## src/rtl/load_store_unit_pkg.sv

```systemverilog
// rtl/load_store_unit_pkg.sv - opcodes, funct3 codes, FSM states and access sizes for the LSU
package load_store_unit_pkg;

  localparam logic [6:0] OPCODE_LOAD   = 7'b0000011;
  localparam logic [6:0] OPCODE_STORE  = 7'b0100011;
  localparam logic [6:0] OPCODE_BRANCH = 7'b1100011;
  localparam logic [6:0] OPCODE_LUI    = 7'b0110111;
  localparam logic [6:0] OPCODE_AUIPC  = 7'b0010111;
  localparam logic [6:0] OPCODE_JAL    = 7'b1101111;

  localparam logic [2:0] FUNCT3_LB  = 3'b000;
  localparam logic [2:0] FUNCT3_LH  = 3'b001;
  localparam logic [2:0] FUNCT3_LW  = 3'b010;
  localparam logic [2:0] FUNCT3_LBU = 3'b100;
  localparam logic [2:0] FUNCT3_LHU = 3'b101;
  localparam logic [2:0] FUNCT3_SB  = 3'b000;
  localparam logic [2:0] FUNCT3_SH  = 3'b001;
  localparam logic [2:0] FUNCT3_SW  = 3'b010;

  typedef enum logic [1:0] {
    LSU_IDLE  = 2'd0,
    LSU_BUS   = 2'd1,
    LSU_FAULT = 2'd2,
    LSU_DONE  = 2'd3
  } lsu_state_e;

  // funct3[1:0] of loads and stores encodes the width directly
  typedef enum logic [1:0] {
    SIZE_BYTE = 2'd0,
    SIZE_HALF = 2'd1,
    SIZE_WORD = 2'd2
  } lsu_size_e;

  function automatic logic is_misaligned(input lsu_size_e size, input logic [1:0] lane);
    case (size)
      SIZE_HALF: return lane[0];
      SIZE_WORD: return lane != 2'b00;
      default:   return 1'b0;
    endcase
  endfunction

endpackage

```

## src/rtl/load_store_unit_if.sv

```systemverilog
// rtl/load_store_unit_if.sv - Wishbone-classic data bus between LSU (master) and memory (slave)
interface load_store_unit_if;
  logic        wb_cyc_o;
  logic        wb_stb_o;
  logic        wb_we_o;
  logic [31:0] wb_adr_o;
  logic [3:0]  wb_sel_o;
  logic [31:0] wb_dat_o;
  logic [31:0] wb_dat_i;
  logic        wb_ack_i;
  logic        wb_err_i;

  modport master (
    output wb_cyc_o, wb_stb_o, wb_we_o, wb_adr_o, wb_sel_o, wb_dat_o,
    input  wb_dat_i, wb_ack_i, wb_err_i
  );

  modport slave (
    input  wb_cyc_o, wb_stb_o, wb_we_o, wb_adr_o, wb_sel_o, wb_dat_o,
    output wb_dat_i, wb_ack_i, wb_err_i
  );
endinterface

```

## src/rtl/inst_immediate_decode.sv

```systemverilog
// rtl/inst_immediate_decode.sv - RV32I immediate extraction selected by opcode
module inst_immediate_decode
  import load_store_unit_pkg::*;
(
  input  logic [31:0] instruction,
  output logic [31:0] imm
);

  logic [31:0] ins;
  assign ins = instruction;

  // pick the immediate layout for the instruction format; I-type otherwise
  always_comb begin
    imm = {{20{ins[31]}}, ins[31:20]};
    case (ins[6:0])
      OPCODE_STORE:              imm = {{20{ins[31]}}, ins[31:25], ins[11:7]};
      OPCODE_BRANCH:             imm = {{19{ins[31]}}, ins[31], ins[7], ins[30:25], ins[11:8], 1'b0};
      OPCODE_LUI, OPCODE_AUIPC:  imm = {ins[31:12], 12'h000};
      OPCODE_JAL:                imm = {{11{ins[31]}}, ins[31], ins[19:12], ins[20], ins[30:21], 1'b0};
      default:                   imm = {{20{ins[31]}}, ins[31:20]};
    endcase
  end

endmodule

```

## src/rtl/lsu_lane_align.sv

```systemverilog
// rtl/lsu_lane_align.sv - byte-lane selects, store data replication, load extraction/extension
module lsu_lane_align
  import load_store_unit_pkg::*;
(
  input  lsu_size_e   size,
  input  logic        zero_ext,
  input  logic [1:0]  lane,
  input  logic [31:0] store_data,
  input  logic [31:0] bus_rdata,
  output logic [3:0]  sel,
  output logic [31:0] wdata,
  output logic [31:0] load_data
);

  logic [31:0] shifted;

  // replicate store data across lanes and right-justify the addressed load lane
  always_comb begin
    shifted   = bus_rdata >> {lane, 3'b000};
    sel       = 4'b1111;
    wdata     = store_data;
    load_data = shifted;
    case (size)
      SIZE_BYTE: begin
        sel       = 4'b0001 << lane;
        wdata     = {4{store_data[7:0]}};
        load_data = zero_ext ? {24'h0, shifted[7:0]} : {{24{shifted[7]}}, shifted[7:0]};
      end
      SIZE_HALF: begin
        sel       = 4'b0011 << lane;
        wdata     = {2{store_data[15:0]}};
        load_data = zero_ext ? {16'h0, shifted[15:0]} : {{16{shifted[15]}}, shifted[15:0]};
      end
      default: ;
    endcase
  end

endmodule

```

## src/rtl/load_store_unit.sv

```systemverilog
// rtl/load_store_unit.sv - RV32I memory stage: one Wishbone transaction per load/store request
module load_store_unit
  import load_store_unit_pkg::*;
#(
  parameter int unsigned TIMEOUT_CYCLES = 255
) (
  input  logic               clk,
  input  logic               rst_n,
  input  logic               start,
  input  logic [31:0]        instruction,
  input  logic [31:0]        alu_out,
  input  logic [31:0]        op_a,
  input  logic [31:0]        op_b,
  output logic               busy,
  output logic               done,
  output logic [31:0]        rd_data,
  output logic               misaligned,
  output logic               bus_error,
  load_store_unit_if.master  wb
);

  localparam logic [15:0] TIMEOUT_LIMIT = 16'(TIMEOUT_CYCLES);

  lsu_state_e  state, state_next;
  logic [15:0] cnt;
  logic [31:0] adr_q, dat_q;
  logic [3:0]  sel_q;
  logic        we_q;

  logic [6:0]  opcode;
  logic [2:0]  funct3;
  logic        is_load, is_store, supported, mis_access, timeout_hit;
  lsu_size_e   size;
  logic [31:0] s_imm, ea;
  logic [3:0]  lane_sel;
  logic [31:0] lane_wdata, lane_ldata;

  assign opcode    = instruction[6:0];
  assign funct3    = instruction[14:12];
  assign is_load   = (opcode == OPCODE_LOAD) &&
                     (funct3 == FUNCT3_LB || funct3 == FUNCT3_LH || funct3 == FUNCT3_LW ||
                      funct3 == FUNCT3_LBU || funct3 == FUNCT3_LHU);
  assign is_store  = (opcode == OPCODE_STORE) &&
                     (funct3 == FUNCT3_SB || funct3 == FUNCT3_SH || funct3 == FUNCT3_SW);
  assign supported = is_load || is_store;
  assign size      = lsu_size_e'(funct3[1:0]);

  inst_immediate_decode u_imm (
    .instruction (instruction),
    .imm         (s_imm)
  );

  // loads arrive with the address already summed by the ALU; stores need rs1 + S-imm here
  assign ea          = is_store ? (op_a + s_imm) : alu_out;
  assign mis_access  = is_misaligned(size, ea[1:0]);
  assign timeout_hit = (cnt == TIMEOUT_LIMIT);

  // inputs are stable for the whole request, so live decode also serves load extraction in BUS
  lsu_lane_align u_align (
    .size       (size),
    .zero_ext   (funct3[2]),
    .lane       (ea[1:0]),
    .store_data (op_b),
    .bus_rdata  (wb.wb_dat_i),
    .sel        (lane_sel),
    .wdata      (lane_wdata),
    .load_data  (lane_ldata)
  );

  // state register
  always_ff @(posedge clk or negedge rst_n) begin
    if (!rst_n) state <= LSU_IDLE;
    else        state <= state_next;
  end

  // next-state: err/ack/timeout all leave BUS; fault paths bypass the bus entirely
  always_comb begin
    state_next = state;
    case (state)
      LSU_IDLE: begin
        if (start) begin
          if (!supported)      state_next = LSU_DONE;
          else if (mis_access) state_next = LSU_FAULT;
          else                 state_next = LSU_BUS;
        end
      end
      LSU_BUS: begin
        if (wb.wb_err_i || wb.wb_ack_i || timeout_hit) state_next = LSU_DONE;
      end
      LSU_FAULT: state_next = LSU_DONE;
      LSU_DONE:  state_next = LSU_IDLE;
      default:   state_next = LSU_IDLE;
    endcase
  end

  // bus request registers, timeout counter, result and fault flags
  always_ff @(posedge clk or negedge rst_n) begin
    if (!rst_n) begin
      cnt        <= '0;
      adr_q      <= '0;
      sel_q      <= '0;
      we_q       <= 1'b0;
      dat_q      <= '0;
      rd_data    <= '0;
      misaligned <= 1'b0;
      bus_error  <= 1'b0;
    end else begin
      case (state)
        LSU_IDLE: begin
          if (start) begin
            misaligned <= 1'b0;
            bus_error  <= 1'b0;
            if (supported && !mis_access) begin
              adr_q <= {ea[31:2], 2'b00};
              sel_q <= lane_sel;
              we_q  <= is_store;
              dat_q <= is_store ? lane_wdata : 32'h0;
              // counting from 1 makes the BUS cycle with cnt == limit the last one
              cnt   <= 16'd1;
            end
          end
        end
        LSU_BUS: begin
          cnt <= cnt + 16'd1;
          if (wb.wb_err_i) begin
            bus_error <= 1'b1;
            rd_data   <= '0;
          end else if (wb.wb_ack_i) begin
            if (!we_q) rd_data <= lane_ldata;
          end else if (timeout_hit) begin
            bus_error <= 1'b1;
            rd_data   <= '0;
          end
        end
        LSU_FAULT: begin
          misaligned <= 1'b1;
          rd_data    <= '0;
        end
        default: ;
      endcase
    end
  end

  assign busy        = (state != LSU_IDLE);
  assign done        = (state == LSU_DONE);
  assign wb.wb_cyc_o = (state == LSU_BUS);
  assign wb.wb_stb_o = (state == LSU_BUS);
  assign wb.wb_we_o  = we_q;
  assign wb.wb_adr_o = adr_q;
  assign wb.wb_sel_o = sel_q;
  assign wb.wb_dat_o = dat_q;

endmodule

```

## src/flat_wrapper.sv

```systemverilog
// flat-port wrapper written by rule: the top's interface ports become plain ports
module load_store_unit_flat import load_store_unit_pkg::*;
#(
  parameter int unsigned TIMEOUT_CYCLES = 255
)
  (clk, rst_n, start, instruction, alu_out, op_a, op_b, busy, done, rd_data, misaligned, bus_error, wb_wb_cyc_o, wb_wb_stb_o, wb_wb_we_o, wb_wb_adr_o, wb_wb_sel_o, wb_wb_dat_o, wb_wb_dat_i, wb_wb_ack_i, wb_wb_err_i);
  load_store_unit_if wb_i ();
  input  logic clk;
  input  logic rst_n;
  input  logic start;
  input  logic [31:0] instruction;
  input  logic [31:0] alu_out;
  input  logic [31:0] op_a;
  input  logic [31:0] op_b;
  output logic busy;
  output logic done;
  output logic [31:0] rd_data;
  output logic misaligned;
  output logic bus_error;
  output wire logic [$bits(wb_i.wb_cyc_o)-1:0] wb_wb_cyc_o;
  output wire logic [$bits(wb_i.wb_stb_o)-1:0] wb_wb_stb_o;
  output wire logic [$bits(wb_i.wb_we_o)-1:0] wb_wb_we_o;
  output wire logic [$bits(wb_i.wb_adr_o)-1:0] wb_wb_adr_o;
  output wire logic [$bits(wb_i.wb_sel_o)-1:0] wb_wb_sel_o;
  output wire logic [$bits(wb_i.wb_dat_o)-1:0] wb_wb_dat_o;
  input wire logic [$bits(wb_i.wb_dat_i)-1:0] wb_wb_dat_i;
  input wire logic [$bits(wb_i.wb_ack_i)-1:0] wb_wb_ack_i;
  input wire logic [$bits(wb_i.wb_err_i)-1:0] wb_wb_err_i;
  assign wb_wb_cyc_o = wb_i.wb_cyc_o;
  assign wb_wb_stb_o = wb_i.wb_stb_o;
  assign wb_wb_we_o = wb_i.wb_we_o;
  assign wb_wb_adr_o = wb_i.wb_adr_o;
  assign wb_wb_sel_o = wb_i.wb_sel_o;
  assign wb_wb_dat_o = wb_i.wb_dat_o;
  assign wb_i.wb_dat_i = wb_wb_dat_i;
  assign wb_i.wb_ack_i = wb_wb_ack_i;
  assign wb_i.wb_err_i = wb_wb_err_i;
  load_store_unit #(.TIMEOUT_CYCLES(TIMEOUT_CYCLES)) u_core (.clk(clk), .rst_n(rst_n), .start(start), .instruction(instruction), .alu_out(alu_out), .op_a(op_a), .op_b(op_b), .busy(busy), .done(done), .rd_data(rd_data), .misaligned(misaligned), .bus_error(bus_error), .wb(wb_i));
endmodule
```

## config.mk

```make
export PLATFORM = sky130hd
export DESIGN_NAME = load_store_unit_flat
export DESIGN_NICKNAME = d
export VERILOG_FILES = /design/src/rtl/load_store_unit_pkg.sv /design/src/rtl/load_store_unit_if.sv /design/src/rtl/inst_immediate_decode.sv /design/src/rtl/lsu_lane_align.sv /design/src/rtl/load_store_unit.sv /design/src/flat_wrapper.sv
export SDC_FILE = /design/constraint.sdc
export NUM_CORES = 1
export LEC_CHECK = 0
export ABC_AREA = 1
export ABC_CLOCK_PERIOD_IN_PS = 2200
export BUFFER_PORTS_ARGS = -buffer_cell sky130_fd_sc_hd__buf_2
export CORE_MARGIN = 2
export CORE_UTILIZATION = 25
export CTS_CLUSTER_DIAMETER = 200
export DETAILED_ROUTE_END_ITERATION = 8
export GPL_TIMING_DRIVEN = 1
export PLACE_DENSITY = 0.53
export SETUP_SLACK_MARGIN = 0.1
export SLEW_MARGIN = 20
export SYNTH_ARGS = -nofsm -noshare
export SYNTH_HDL_FRONTEND = slang
export SYNTH_HIERARCHICAL = 1
export SYNTH_SLANG_ARGS = --single-unit
```

## constraint.sdc

```tcl
create_clock -name clk -period 2.2 [get_ports clk]
set_input_delay 0.44 -clock clk [delete_from_list [all_inputs] [get_ports clk]]
set_output_delay 0.44 -clock clk [all_outputs]
set_load 0.05 [all_outputs]
```

# After elaboration in Yosys (flattened, before gate mapping)
# Index checks and enable logic that the tools add are counted.
# totals
input_bits	165
ff_bits	119
# classes
n_mux	28
add_sub_neg	2
n_shift	3
n_eq_ne	23
reduce_logical	26
# op_table
cell	n
2-to-1 mux 32 bit	8
case mux 32 bit (2 select lines)	3
case mux 31 bit (4 select lines)	1
adder 32 bit	1
2-to-1 mux 16 bit	2
case mux 16 bit (2 select lines)	1
>> shifter 32 x 5 -> 32 bit	1
adder 16 x 1 -> 16 bit, second input constant	1
== test 16 x 8 -> 1 bit, second input constant	1
== test 7 x 6 -> 1 bit, second input constant	2
== test 7 bit, second input constant	2
nonzero test 2 bit	5
AND reduction 3 bit	3
2-to-1 mux 2 bit	4
case mux 2 bit (4 select lines)	1
case mux 4 bit (2 select lines)	1
== test 7 x 2 -> 1 bit, second input constant	1
== test 7 x 5 -> 1 bit, second input constant	1
logical OR 1 bit	7
== test 2 bit, second input constant	3
== test 3 bit, second input constant	2
case mux 1 bit (2 select lines)	3
== test 2 x 1 -> 1 bit, second input constant	2
logical NOT 2 bit	2
other kinds (17)	24

# Longest topological paths before layout
# logic_depth
depth_word	12
depth_mapped	22
ltp_nobuf	22

# By module
# The synthesis kept the hierarchy.
# by_module_without_submodules
module	seq_area_each_um2	cells_each	n_inst	area_each_um2
load_store_unit	2977.9	1236	1	8089.0
lsu_lane_align	0.0	251	1	1167.4
inst_immediate_decode	0.0	109	1	610.6

# Worst setup path before layout
# OpenSTA, ideal clock, no wires.
# synth_timing
path_kind	input -> register
from	in instruction[1]
to	reg u_core.rd_data[31]
arrival_ps	2800
setup_slack_ps	-682
setup_time_ps	83
n_path_buf	2
cell_stages	18
path_cell_list	nand2_2 -> nor2_4 -> nand2_4 -> buf_6 -> nand4_1 -> nand2_1 -> ha_1 -> fa_1 -> inv_1 -> nand3_1 -> and2_1 -> inv_2 -> nand3_1 -> nand3_2 -> buf_4 -> nand3_1 -> nand2_1 -> o21ai_0
# synth_between
elab_chain_cells	12
word_cells_on_any_way	18
cone_classes	add/sub: 1; eq/ne: 5; shift: 1; mux: 9; reduce/logical: 2
# synth_rtl
element	line	source
start: declaration	flat_wrapper.sv:11	input logic [31:0] instruction;
== test 7 x 6 -> 1 bit or == test 7 x 5 -> 1 bit (tied branches)	inst_immediate_decode.sv:15	case (ins[6:0])
OR reduction 2 bit	inst_immediate_decode.sv:15	
case mux 31 bit (4 select lines) *	inst_immediate_decode.sv:15	
via u_core.s_imm[0]	load_store_unit.sv:34	logic [31:0] s_imm, ea;
adder 32 bit *	load_store_unit.sv:54	assign ea = is_store ? (op_a + s_imm) : alu_out;
2-to-1 mux 32 bit *	load_store_unit.sv:54	
via u_core.ea[1]	load_store_unit.sv:34	
>> shifter 32 x 5 -> 32 bit *	lsu_lane_align.sv:19	shifted = bus_rdata >> {lane, 3'b000};
2-to-1 mux 32 bit, on equally long branches	lsu_lane_align.sv:32, lsu_lane_align.sv:27	
case mux 32 bit (2 select lines) *	lsu_lane_align.sv:23	case (size)
via u_core.lane_ldata[31]	load_store_unit.sv:36	logic [31:0] lane_wdata, lane_ldata;
2-to-1 mux 32 bit *	load_store_unit.sv:129	if (!we_q) rd_data <= lane_ldata;
2-to-1 mux 32 bit *	load_store_unit.sv:128	end else if (wb.wb_ack_i) begin
2-to-1 mux 32 bit *	load_store_unit.sv:125	if (wb.wb_err_i) begin
case mux 32 bit (2 select lines) *	load_store_unit.sv:108	case (state)
end signal: assignment	load_store_unit.sv:129	
end: declaration	load_store_unit.sv:16	output logic [31:0] rd_data,
# The timed path passes the listed nets; every way through them passes the cells marked *. The select of a mux whose other input is x is not followed.
# A chain may end at the register's enable or synchronous reset.

# Worst setup path in the final report
# layout_timing
from	in instruction[4]
to	reg u_core.adr_q[20] (netlist: u_core/wb.wb_adr_o[20])
# layout_between
elab_chain_cells	10
word_cells_on_any_way	18
cone_classes	add/sub: 1; eq/ne: 6; mux: 3; reduce/logical: 8
# layout_rtl
element	line	source
== test 7 x 6 -> 1 bit or == test 7 x 5 -> 1 bit (tied branches)	inst_immediate_decode.sv:15	
OR reduction 2 bit	inst_immediate_decode.sv:15	
case mux 31 bit (4 select lines) *	inst_immediate_decode.sv:15	
via u_core.s_imm[0]	load_store_unit.sv:34	
adder 32 bit *	load_store_unit.sv:54	
2-to-1 mux 32 bit *	load_store_unit.sv:54	
nonzero test 2 bit	load_store_unit_pkg.sv:37	SIZE_WORD: return lane != 2'b00;
case mux 1 bit (2 select lines)	load_store_unit_pkg.sv:35	case (size)
logical NOT 1 bit	load_store_unit.sv:113	if (supported && !mis_access) begin
logical AND 1 bit	load_store_unit.sv:113	
AND reduction 3 bit (no source line)	-	
end signal: assignment	load_store_unit.sv:114	adr_q <= {ea[31:2], 2'b00};
end: declaration	load_store_unit.sv:26	logic [31:0] adr_q, dat_q;
# The timed path passes the listed nets; every way through them passes the cells marked *.

==> results list <==
- Setup violations remaining at the end of the flow were counted as 115.
* Pint: 5.77 mW
* Tot Pwr: 10.2 mW
* Register bit total from synthesis: 119
* Setup TNS: -31.01 ns
- Boundary Pins: 272
- Cells after synthesis: 1596
- Filler-free cell count of the finished design: 2571
- Of the available clock period, the critical path in the final layout requires 115%.
* P_leak: 8.87 nW
- Final period demand of the worst path: 2.53 ns
- TritonCTS built the clock tree.
- The number of different library cells used by synthesis comes to 45.
- IR analysis of the VDD net gives a maximum drop of 754 µV.
- Number of placed cells counting well taps: 2481
* Port Buffer Count: 269
- Nature of the critical path endpoint: flop
* Violation count after the first detailed-routing iteration: 737
* Warnings, synthesis: 6
* DR vias/cell: 4.58
* All-layer global routing usage: 19.6%
- Entering global routing, the biggest net connects 65 pins.
- The worst hold path terminates at u_core/wb.wb_dat_o[5]$_DFFE_PN0P_.
- Clk pwr share: 29.7%
* Number of design rule violations left after detail routing: 0
- Number of antenna violations at the first check in global routing: 4
- Worst-case register-to-register setup slack: 0.24 ns
* Ys flop type: sky130_fd_sc_hd__dfrtp_1
- Summing all flip-flop and latch instances after layout gives 2980 µm².
- Max-cap check violation count: 0
* Worst-case reg-to-reg path depth: 9
- Switching power total: 4.44 mW
- Violated checks: setup timing
- The clock reaches the later pin of the worst-skew pair after 0.44 ns.
- Layout Cell Area excl Fill: 15800 µm²
- Per report_power, the sequential group accounts for 25.8% of the total.
- For the pin with the worst max-slew slack, the measured transition is 0.628 ns.
* Reg-to-Reg Start: u_core/state[0]$_DFFE_PN0P_
- Crit path launch type: input port
* Area growth from synthesis to layout: 60.0%
- In the final layout, the share of cells above drive strength 1 is 40.8%.
* Cell chosen for the clock root: sky130_fd_sc_hd__clkbuf_16
* Maximum buffer depth of the clock tree: 2
- Initial Util: 25.4%
* Critical path's largest stage delay: 0.52 ns
- Startpoint of the worst hold path: op_b[5]
- The clock arrives with 0.0180 ns of skew.
- Post-detailed-placement cell area: 13000 µm²
- The slowest stage of the critical path is the sky130_fd_sc_hd__fa_2 cell.
- Rows: 72
- CTS built an H-tree with a depth of 4.
- The number of global-route vias before repair is 11.5k.
* Cell family contributing the most delay on the critical path: simple AND/OR/NAND/NOR gates
- After layout, the worst setup slack is -0.329 ns.
* Multi-input gate area: 7150 µm²
- For this run, the top clock speed supported by timing is 0.395 GHz.
- Worst EP arrival: 2.85 ns
- The worst hold path passes through 3 cells.
* Overall overflow remaining after global route: 0
- In this run the worst path has a maximum fanout of 6.
- Summed over all layers, the routed wires come to 41800 µm.
- The die is 203 µm wide.
* Worst reg2reg path endpoint: u_core/wb.wb_dat_o[29]$_DFFE_PN0P_
- Count of nets left with antenna violations after detail routing: 0
* Cell area after synthesis: 9870 µm²
* Area of the core: 38800 µm²
- The share of total power dissipated in combinational logic is 44.4%.
- After synthesis, the mean cell area works out to 6.18 µm².
- The final hold violation count came to 0.
- EDFF count, synth: 0
- Walking the worst path, the cells encountered are buf_12, inv_16, nand2_8, nor2_8, nand2_8, nand4_1, nand2_2, ha_4, fa_2, inv_2, nand3_2, nand3_2, nand2_4, nand2_4, nand2_4, nor2_4, buf_12, buf_12, buf_12, nand2_4, nand2_2.
* RSZ-0062 raised after global routing: yes
- Part of the Yosys area used for sequential elements: 30.2%
- Fraction of power spent switching nets: 43.5%
* Worst setup path class: in -> reg
- Clock-pin slew on the worst setup and hold paths: 0.06 ns
* Total number of nets in the final design: 2242
- Counting every sink on the clock net gives 119.
- Once detailed placement completed, the half-perimeter wirelength came to 30900 µm.
- The first detailed-routing pass ran for 5 iterations.
- DIE AREA: 41100 µm²
* GPL Wtd Cong: 0.970
- In the final routed layout, each cell accounts on average for 16.3 µm.
- Data on the critical path is required at its endpoint by 2.52 ns.
- The floorplan step set the die height to 203 µm.
- The worst pin sits at a relative slew slack of 58.0%.
* Fin. max-slew vios: 0
- P per Cell Area: 646 nW/µm²
- Fill count: 4120
* Post-layout util: 40.7%
- Async SR Flop Fraction: 100%
- The worst hold path belongs to the class in -> reg.
- The flow ran to the end, but the final reports show violations.
* CTS Buf Count: 17
* Global-route wire length before repair: 62500 µm
- Overall via count from detail_route: 11.8k
- Count of buffer and inverter cells on the critical path: 6
[routing by layer]
layer | vias to the layer above | global-route usage [%] | wire, µm
met3 | 45 | 3.31 | 2310
met1 | 5472 | 24.3 | 18000
met2 | 367 | 35.1 | 20600
met4 | 4 | 4.69 | 814
met5 | - | 0 | 23
li1 | 5882 | - | -
[cell usage in the layout, fill, tap and decap left out, drive strengths merged, types with 23 or more instances in the layout]
master  count
nand2     732
clkbuf     23
a21oi      40
buf       479
nor2       94
nand3     141
ha         39
inv       197
o21ai      75
dfrtp     119
[synth_stat cells (15+ instances only)]
library cell               count  area share (%)
sky130_fd_sc_hd__buf_2        22             1.1
sky130_fd_sc_hd__nand3_1     133             6.7
sky130_fd_sc_hd__clkbuf_1     15            0.57
sky130_fd_sc_hd__o21ai_1      17            0.86
sky130_fd_sc_hd__o21ai_0      56             2.8
sky130_fd_sc_hd__a21oi_1      40             2.0
sky130_fd_sc_hd__o211ai_1     18             1.4
sky130_fd_sc_hd__dfrtp_1     119              30
sky130_fd_sc_hd__buf_4        24             1.8
sky130_fd_sc_hd__nor2_1       83             3.2
sky130_fd_sc_hd__inv_1       189             7.2
sky130_fd_sc_hd__ha_1         39             4.9
sky130_fd_sc_hd__nand2_1     722              27
[repair_timing]
item | CTS | global route
pin swaps | 58 | 59
hold buffers | 1 | 0
gates resized for setup | 191 | 219
cloned | 8 | 9
endpoints found under the setup margin | 117 | 118
setup buffers | 33 | 14
endpoints found under the hold margin | 30 | 0
[through the flow]
stage | hold WS (ns) | worst slack (ns)
floorplan | 0.144 | -0.435
global placement | 0.430 | -0.961
detailed placement | 0.430 | -0.941
CTS | 0.235 | -0.266
global route | 0.246 | -0.398
finish | 0.254 | -0.329
[state kept, by name (all words and copies together), names as in the netlist]
register            count
u_core/rd_data         32
u_core/wb.wb_dat_o     32
u_core/wb.wb_adr_o     30
u_core/cnt             16
u_core/wb.wb_sel_o      4
u_core/state            2
u_core/bus_error        1
u_core/misaligned       1
u_core/wb.wb_we_o       1
[worst max path at each step]
stage,cells past startpoint,slack [ns],start,end
2_1_floorplan,19,-0.43,instruction[4],u_core/rd_data[31]$_DFFE_PN0P_
5_1_grt,19,-0.40,instruction[4],u_core/rd_data[31]$_DFFE_PN0P_
4_1_cts,21,-0.27,instruction[2],u_core/wb.wb_dat_o[13]$_DFFE_PN0P_
3_5_place_dp,17,-0.94,instruction[4],u_core/wb.wb_adr_o[29]$_DFFE_PN0P_
6_report,21,-0.33,instruction[4],u_core/wb.wb_adr_o[20]$_DFFE_PN0P_
3_3_place_gp,17,-0.96,instruction[4],u_core/wb.wb_adr_o[12]$_DFFE_PN0P_
[cell families after synthesis]
| family | count (synthesis) | share of synthesized area, % |
|---|---|---|
| AO/OA/AOI/OAI | 140 | 7.98 |
| AND/OR/NAND/NOR | 1016 | 43.2 |
| XOR/XNOR | 16 | 1.42 |
| adder cells (fa/ha/maj) | 40 | 5.15 |
| buffers and inverters | 262 | 11.8 |
| other | 1 | 0.0380 |
| multiplexers | 2 | 0.203 |
| flip-flops | 119 | 30.2 |
[worst register-to-register path: stages, from the launching register on]
cell                        delay (ns)
sky130_fd_sc_hd__dfrtp_1          0.41
sky130_fd_sc_hd__inv_1            0.09
sky130_fd_sc_hd__ha_1             0.26
sky130_fd_sc_hd__nand2_1          0.22
sky130_fd_sc_hd__nand3b_4         0.32
sky130_fd_sc_hd__nor2_4           0.19
sky130_fd_sc_hd__buf_6            0.14
sky130_fd_sc_hd__clkbuf_16        0.18
sky130_fd_sc_hd__nand2_2          0.05
sky130_fd_sc_hd__nand2_1          0.06
[power groups by stage]
| stage | clock, mW | sequential, mW | combinational (mW) |
|---|---|---|---|
| 2_1_floorplan | 0 | 3.44 | 1.91 |
| 3_3_place_gp | 0 | 2.66 | 4.10 |
| 3_5_place_dp | 0 | 2.67 | 4.09 |
| 4_1_cts | 3.11 | 2.64 | 4.33 |
| 5_1_grt | 3.22 | 2.67 | 4.92 |
| 6_report | 3.03 | 2.64 | 4.53 |
[area by class of cell]
type	count	share of cell area, %
antenna	3	0.0475
clock buffer	18	2.78
clock inverter	14	1.20
inverter	194	4.81
multi-input combinational	1220	45.3
sequential	119	18.9
tap	518	4.10
timing repair buffer	485	22.9
Power figures use the tool's default switching activity.
